### src/rtl/switch_debounce.sv
// switch_debounce: 2-flop synchronizer plus stability counter turning a bouncy
// switch pin into a clean level with single-cycle rise/fall strobes.
// Optional press counter on COUNT when SWITCH_DEBOUNCE_COUNT_EN is defined;
// otherwise COUNT is tied to 8'h00.
module switch_debounce #(
    parameter int unsigned CNT_WIDTH = 18,
    parameter int unsigned LIMIT     = 250000
) (
    input  logic       CLK,
    input  logic       RESET,
    input  logic       I,
    output logic       O,
    output logic       RISE,
    output logic       FALL,
    output logic [7:0] COUNT
);

    localparam logic [CNT_WIDTH-1:0] TERM = CNT_WIDTH'(LIMIT - 1);

    logic                 s1_q;
    logic                 s2_q;
    logic [CNT_WIDTH-1:0] cnt_q;
    logic [CNT_WIDTH-1:0] cnt_d;
    logic                 o_q;
    logic                 o_d;
    logic                 rise_q;
    logic                 rise_d;
    logic                 fall_q;
    logic                 fall_d;

    // Next-state: clear on agreement, accept after LIMIT differing samples
    always_comb begin
        o_d    = o_q;
        cnt_d  = '0;
        rise_d = 1'b0;
        fall_d = 1'b0;
        if (s2_q != o_q) begin
            if (cnt_q == TERM) begin
                o_d    = s2_q;
                rise_d = s2_q;
                fall_d = ~s2_q;
            end else begin
                cnt_d = cnt_q + CNT_WIDTH'(1);
            end
        end
    end

    // Synchronizer, stability counter and registered outputs
    always_ff @(posedge CLK) begin
        if (RESET) begin
            s1_q   <= 1'b0;
            s2_q   <= 1'b0;
            cnt_q  <= '0;
            o_q    <= 1'b0;
            rise_q <= 1'b0;
            fall_q <= 1'b0;
        end else begin
            s1_q   <= I;
            s2_q   <= s1_q;
            cnt_q  <= cnt_d;
            o_q    <= o_d;
            rise_q <= rise_d;
            fall_q <= fall_d;
        end
    end

    assign O    = o_q;
    assign RISE = rise_q;
    assign FALL = fall_q;

`ifdef SWITCH_DEBOUNCE_COUNT_EN
    logic [7:0] count_q;

    // Press counter advances on the same edge that raises RISE
    always_ff @(posedge CLK) begin
        if (RESET) begin
            count_q <= 8'h00;
        end else if (rise_d) begin
            count_q <= count_q + 8'd1;
        end
    end

    assign COUNT = count_q;
`else
    assign COUNT = 8'h00;
`endif

endmodule
### config.mk
export PLATFORM = sky130hd
export DESIGN_NAME = switch_debounce
export DESIGN_NICKNAME = d
export VERILOG_FILES = /design/src/rtl/switch_debounce.sv
export SDC_FILE = /design/constraint.sdc
export NUM_CORES = 1
export LEC_CHECK = 0
export BUFFER_PORTS_ARGS = -buffer_cell sky130_fd_sc_hd__clkbuf_2
export CAP_MARGIN = 5
export CELL_PAD_IN_SITES_DETAIL_PLACEMENT = 1
export CELL_PAD_IN_SITES_GLOBAL_PLACEMENT = 2
export CORE_ASPECT_RATIO = 0.6
export CORE_UTILIZATION = 33
export DETAILED_ROUTE_END_ITERATION = 6
export HOLD_SLACK_MARGIN = 0.06
export PLACE_DENSITY_LB_ADDON = 0.1
export SETUP_SLACK_MARGIN = 0.3
export SLEW_MARGIN = 40
export SYNTH_ARGS = -nofsm -noshare
export SYNTH_HDL_FRONTEND = slang
export SYNTH_SLANG_ARGS = --single-unit
### constraint.sdc
create_clock -name CLK -period 1.82 [get_ports CLK]
set_clock_uncertainty 0.1 [all_clocks]
set_input_delay 0.273 -clock CLK [delete_from_list [all_inputs] [get_ports CLK]]
set_output_delay 0.273 -clock CLK [all_outputs]
set_load 0.01 [all_outputs]
==> results.md, run 1 <==
* Port bufs at 5
* Max Cap Viol at 0
* Total GRT Usage at 17.7%
* Status: finished, final reports clean
* Worst EP required at 1.88 ns
* Initial core utilization at 35.8%
* Die area at 0.00344 mm2
* Yosys reg bits at 23
* Max FO, Critical Path at 18
* Core area at 0.00295 mm2
* Reg clk slew, reported paths at 0.09 ns
* Die Y-Extent at 45.8 um
* IR drop worst, VDD at 0.297 mV
* First-pass GRT wire length at 4350 um
* Wirelength per Cell at 15.6 um
* Post-synthesis sequential area ratio at 43.6%
* Fin util at 49.1%
* Synth Warn # at 0
* CP arrival at 1.64 ns
* Largest cells by area after synthesis: dfxtp_1 44%, xnor2_1 12%, nor2_1 7.8%, buf_4 6.4%, nor4_1 3.6%
* Power Density at 587 mW/mm2
* # DRC at 0
* Synthesized instance count at 119
* Clock latency at the later pin of the worst-skew pair at 0.27 ns
* Initial antenna violation count at 0
* # IOs at 14
* Antenna-violating nets left at 0
* Area after DPL at 0.00117 mm2
* Tcrit/Tclk final at 86.4%
* Fin. Hold Viols at 0
* Count of different cell masters after synthesis at 28
* Detailed placement HPWL at 1790 um
* Clock tree buffer depth at 2
* Total Wirelength at 2860 um
* Vias in the first global route at 850
* # rows at 15
* Clock Root Buffer: clkbuf_8
* Layout cells sized above 1 at 37.6%
* Clk sinks at 23
* Endpoint type of the worst setup path: register
* Post-layout minimum cycle time at 1.57 ns
* Yosys top cell area share at 43.6%
* # diodes at 0
* DRT iter0 DRCs at 27
* GRT overflow at 0
* Area delta synth->final at 37.0%
* HP Class: primary input to register
* Final setup fails at 0
* Final instance area at 0.00145 mm2
* CTS tree: done
* RSZ-0062 raised after global routing: true
* Largest net degree at the start of global routing at 19
* P_leak at 0.505 nW
* Kind of critical path: register to register
* Via count at 887
* Maximum clock rate at 0.636 GHz
* NumNets Final at 146
* Die W at 75.0 um
* 1st-pass router iterations at 3
* Post-Syn Area at 0.00106 mm2
* Startpoint types: register
* Htree depth at 1
* Syn Area/Cell at 8.87 um2
* CTS buffer count at 3
* Vias/cell at 4.85
* Routability congestion estimate at 0.713
* Slew Limit Fails at 0
* Setup TNS at 0 ns
* Synth area leader: dfxtp_1
## state kept, by name (all words and copies together), names as in the netlist
register and count:
cnt_q 18, s2_q 1, RISE 1, O 1
FALL 1, s1_q 1
## through the flow
stage                     instances  power, mW  worst slack (ns)  hold slack (ns)
after floorplan                 126      0.545             0.305            0.242
after global placement          168      0.539             0.133            0.319
after detailed placement        168      0.540            0.0801            0.333
after CTS                       179      0.855             0.266            0.133
after global routing            183      0.891             0.190            0.126
final                           183      0.849             0.247            0.132
## where the power goes
part           total, mW  internal [mW]  leakage, nW  switching, mW
clock              0.328          0.153       0.0255          0.175
sequential         0.498          0.495        0.194        0.00278
combinational     0.0232        0.00739        0.286         0.0158
## per-layer routing
metal	up-vias	track usage (%)	share of wire [%]	wire, um
met3	2	4.65	3.2	92
met1	443	26.1	52	1480
met2	13	25.9	45	1280
met5	-	0	0	0
met4	0	3.40	0.28	8
li1	429	-	-	-
## placed cells by master (no fill, tap or decap), types with 3 or more instances in the layout
| cell type | count |
|---|---|
| inv_1 | 6 |
| dfxtp_2 | 5 |
| dfxtp_1 | 11 |
| nor3_1 | 4 |
| nor4_2 | 3 |
| nand4_1 | 4 |
| nor2_1 | 22 |
| nand3_1 | 6 |
| conb_1 | 8 |
| xnor2_1 | 15 |
| clkbuf_2 | 5 |
| buf_4 | 15 |
| dfxtp_4 | 7 |
| clkbuf_8 | 3 |
## cell families (layout without fill, tap and decap cells)
kind of cell / Yosys count / in the layout / share of synthesized area, %
xor gates and xnor gates: 16 / 16 / 13.3
buffers and inverters: 16 / 31 / 8.89
AOI/OAI and AO/OA: 5 / 5 / 2.96
other: 1 / 8 / 0.355
adders and majority gates: 1 / 1 / 1.18
and+or+nand+nor: 57 / 57 / 29.7
DFF: 23 / 23 / 43.6
## worst paths after layout
check / from / end / slack, ns / depth (start not counted)
min reg2reg: s1_q / s2_q / 0.35 / 1
max: cnt_q[8] / cnt_q[14] / 0.25 / 5
min: RESET / O / 0.13 / 2
max reg2reg: cnt_q[8] / cnt_q[14] / 0.25 / 5
## cell usage after synthesis
library cell	n
dfxtp_1	23
nor2_1	22
xnor2_1	15
buf_4	9
nand3_1	7
inv_1	6
nor4_1	6
nand4_1	4
nor3_1	4
a21oi_1	2
nand2_1	2
nor2b_1	2
nor4b_1	2
and2_1	1
and4_1	1
clkbuf_1	1
conb_1	1
ha_1	1
nand2_2	1
nand4_2	1
nand4_4	1
nor3b_1	1
o21ai_0	1
o21ai_2	1
o31ai_1	1
or3_1	1
or4_1	1
xor2_1	1
## area by class of cell
cell class	count	area (um2)
clock buffers	3	41.3
clock inverters	1	5.00
fillers	346	1500
inverters	6	22.5
multi-input cells	87	674
flip-flops and latches	23	493
well taps	42	52.6
repair buffers	21	158
## critical path: stages (launching register included)
cell and delay [ns]:
dfxtp_2 0.37, nor4b_4 0.33, nand4_1 0.23, o21ai_4 0.20
buf_12 0.17, nor2_1 0.06
## timing repair
item	in CTS	in global routing
resized for setup	21	9
hold endpoints to repair	0	0
hold buffers	0	0
setup endpoints to repair	18	18
pin swaps	7	1
buffers inserted	7	4
(Power assumes the default switching activity.)
==> inputs of run 2 (changes only) <==
--- a/config.mk
+++ b/config.mk
@@ -5,12 +5,14 @@
 export SDC_FILE = /design/constraint.sdc
 export NUM_CORES = 1
 export LEC_CHECK = 0
+export ABC_AREA = 1
 export BUFFER_PORTS_ARGS = -buffer_cell sky130_fd_sc_hd__clkbuf_2
 export CAP_MARGIN = 5
 export CELL_PAD_IN_SITES_DETAIL_PLACEMENT = 1
 export CELL_PAD_IN_SITES_GLOBAL_PLACEMENT = 2
-export CORE_ASPECT_RATIO = 0.6
-export CORE_UTILIZATION = 33
+export CORE_ASPECT_RATIO = 0.8
+export CORE_UTILIZATION = 32
+export CTS_CLUSTER_SIZE = 16
 export DETAILED_ROUTE_END_ITERATION = 6
 export HOLD_SLACK_MARGIN = 0.06
 export PLACE_DENSITY_LB_ADDON = 0.1
==> results.md, run 2 <==
* Htree depth at 1 (unchanged)
* CTS tree: done
* Gr busiest metal: met2
* Die area at 0.00411 mm2 (+20%)
* Post-Syn Area at 0.00123 mm2 (+17%)
* Cell with the most instances after synthesis: nand2_1
* Largest net degree at the start of global routing at 17 (-2)
* Synth top cells by count: 41 x nand2_1, 23 x dfxtp_1, 20 x nor2_1
* Total Wirelength at 2710 um (-5.1%)
* Status: finished, final reports clean
* Post-synth EDFFs at 0 (unchanged)
* M1 GR Usage at 18.5% (-7.6 points)
* Slowest CP cell: dfxtp_1
* Clock latency at the later pin of the worst-skew pair at 0.27 ns (about the same)
* # rows at 19 (+4)
* Tcrit/Tclk final at 76.8% (-9.6 points)
* Max FO, Critical Path at 4 (-14)
* Clk sinks at 23 (unchanged)
* Clock tree buffer depth at 2 (unchanged)
* Final setup fails at 0 (unchanged)
* Setup TNS at 0 ns (unchanged)
* Clock Root Buffer: clkbuf_8
* Die Y-Extent at 57.6 um (+26%)
* GR Util met3 at 5.30% (+0.65 points)
* Top reg by flops: cnt_q
* IR drop worst, VDD at 0.420 mV (+42%)
* # diodes at 0 (unchanged)
* Kind of critical path: register to register
* Commonest cells after routing, fill and taps aside: 41 x nand2_1, 19 x inv_1, 19 x nor2_1
* NumNets Final at 185 (+27%)
* Core area at 0.00357 mm2 (+21%)
* # DRC at 0 (unchanged)
* Ys flop type: dfxtp_1
* Reg clk slew, reported paths at 0.09 ns (about the same)
* CP peak stage delay at 0.43 ns (+0.06 ns)
* Area delta synth->final at 9.52%
* GRT overflow at 0 (unchanged)
* CP arrival at 1.47 ns (-0.17 ns)
* Synthesized instance count at 171 (+44%)
* Detailed placement HPWL at 2160 um (+21%)
* CP cell instances: nand2_1 -> nor2_1 -> nand2_1 -> o21ai_0 -> nand2_1 -> nand2_1 -> inv_1
* Yosys top cell area share at 37.3% (-6.3 points)
* RSZ-0062 raised after global routing: true
* Fin util at 37.9% (-11 points)
* Power Density at 634 mW/mm2 (+8.0%)
* Syn Area/Cell at 7.22 um2 (-19%)
* Yosys reg bits at 23 (unchanged)
* Largest cells by area after synthesis: dfxtp_1 37%, nand2_1 12%, nor2_2 6.6%, nor2_1 6.1%, inv_1 5.8%
* Fin. Hold Viols at 0 (unchanged)
* Max reg flops at 18 (unchanged)
* P_leak at 0.472 nW (-6.6%)
* Synth Warn # at 0 (unchanged)
* # IOs at 14 (unchanged)
* DRT iter0 DRCs at 38 (+41%)
* Post-layout minimum cycle time at 1.40 ns (-0.175 ns)
* Post-cts hold buffer count at 0 (unchanged)
* Count of different cell masters after synthesis at 24 (-14%)
* Worst EP required at 1.89 ns (about the same)
* Vias/cell at 4.64 (-4.4%)
* Port bufs at 5 (unchanged)
* HP Class: primary input to register
* Total GRT Usage at 14.5% (-3.2 points)
* Most used cell, CP: nand2_1
* Synth async-reset ratio at 0% (unchanged)
* Routability congestion estimate at 0.760 (+6.5%)
* CP Buf/Inv Count at 1 (unchanged)
* Commonest non-fill, non-tap cell in the layout: nand2_1
* Die W at 71.5 um (-4.8%)
* Maximum clock rate at 0.715 GHz (+13%)
* Vias in the first global route at 1022 (+20%)
* CP top delay family: simple AND/OR/NAND/NOR gates
* Wirelength per Cell at 12.2 um (-22%)
* Max Cap Viol at 0 (unchanged)
* Worst Hold Margin at 0.0900 ns (-0.0421 ns)
* Initial core utilization at 34.6% (-1.2 points)
* Endpoint type of the worst setup path: register
* Antenna-violating nets left at 0 (unchanged)
* Slew Limit Fails at 0 (unchanged)
* Initial antenna violation count at 0 (unchanged)
* Startpoint types: register
* Via count at 1029 (+16%)
* Post-synthesis sequential area ratio at 37.3% (-6.3 points)
* Layout cells sized above 1 at 24.4% (-13 points)
* 1st-pass router iterations at 4 (+1)
* Synth area leader: dfxtp_1
* CTS buffer count at 3 (unchanged)
* Met2 Use GR at 23.7% (-2.3 points)
* First-pass GRT wire length at 4590 um (+5.4%)
## run 2: cells by family after synthesis
family / synth area share (%)
flops: 37.3
fa+ha+maj: 1.01
simple gates: 37.1
other cells: 0.304
compound gates: 4.46
xor+xnor: 6.38
buf+inv: 13.5
## run 2: final timing paths
path	cells past startpoint	endpoint	slack (ns)	from
max reg2reg	7	cnt_q[15]	0.42	cnt_q[8]
min reg2reg	2	s2_q	0.31	s1_q
min	3	s1_q	0.09	I
max	7	cnt_q[15]	0.42	cnt_q[8]
## run 2: worst min-delay path: cells and delay by family
family / cells / cell delay, ns
simple gates: 1 / 0.03
buf+inv: 2 / 0.12
## run 2: final cells by class
cell class / count / area (um2)
Multi-Input combinational cell: 123 / 658
Clock buffer: 3 / 41.3
Inverter: 23 / 86.3
Tap cell: 42 / 52.6
Sequential cell: 23 / 469
Fill cell: 457 / 2210
Clock inverter: 1 / 5.00
Timing Repair Buffer: 7 / 40.0
## run 2: where the power goes
group          internal (mW)  total [mW]  leakage [nW]  switching (mW)
registers              0.504       0.507         0.189         0.00242
clock network          0.153       0.327        0.0255           0.174
logic                0.00595      0.0238         0.258          0.0179
## run 2: metrics by stage
| stage | worst slack, ns | total power [mW] | area (um2) | instances |
|---|---|---|---|---|
| detailed placement | 0.215 | 0.541 | 1260 | 216 |
| floorplan | 0.372 | 0.551 | 1260 | 178 |
| finish | 0.422 | 0.858 | 1350 | 222 |
| global placement | 0.294 | 0.541 | 1260 | 216 |
| global route | 0.297 | 0.897 | 1350 | 222 |
| CTS | 0.319 | 0.871 | 1310 | 220 |
## run 2: repair_timing
item | 4_1_cts | 5_1_grt
gates cloned | 0 | 0
endpoints found under the setup margin | 17 | 18
resized for setup | 4 | 7
pin swaps | 0 | 1
buffers inserted | 0 | 2
## run 2: layer usage
layer | vias up | share of wire (%)
met5 | - | 0
met4 | 0 | 1.1
met3 | 4 | 3.6
met2 | 19 | 44
met1 | 485 | 51
li1 | 521 | -
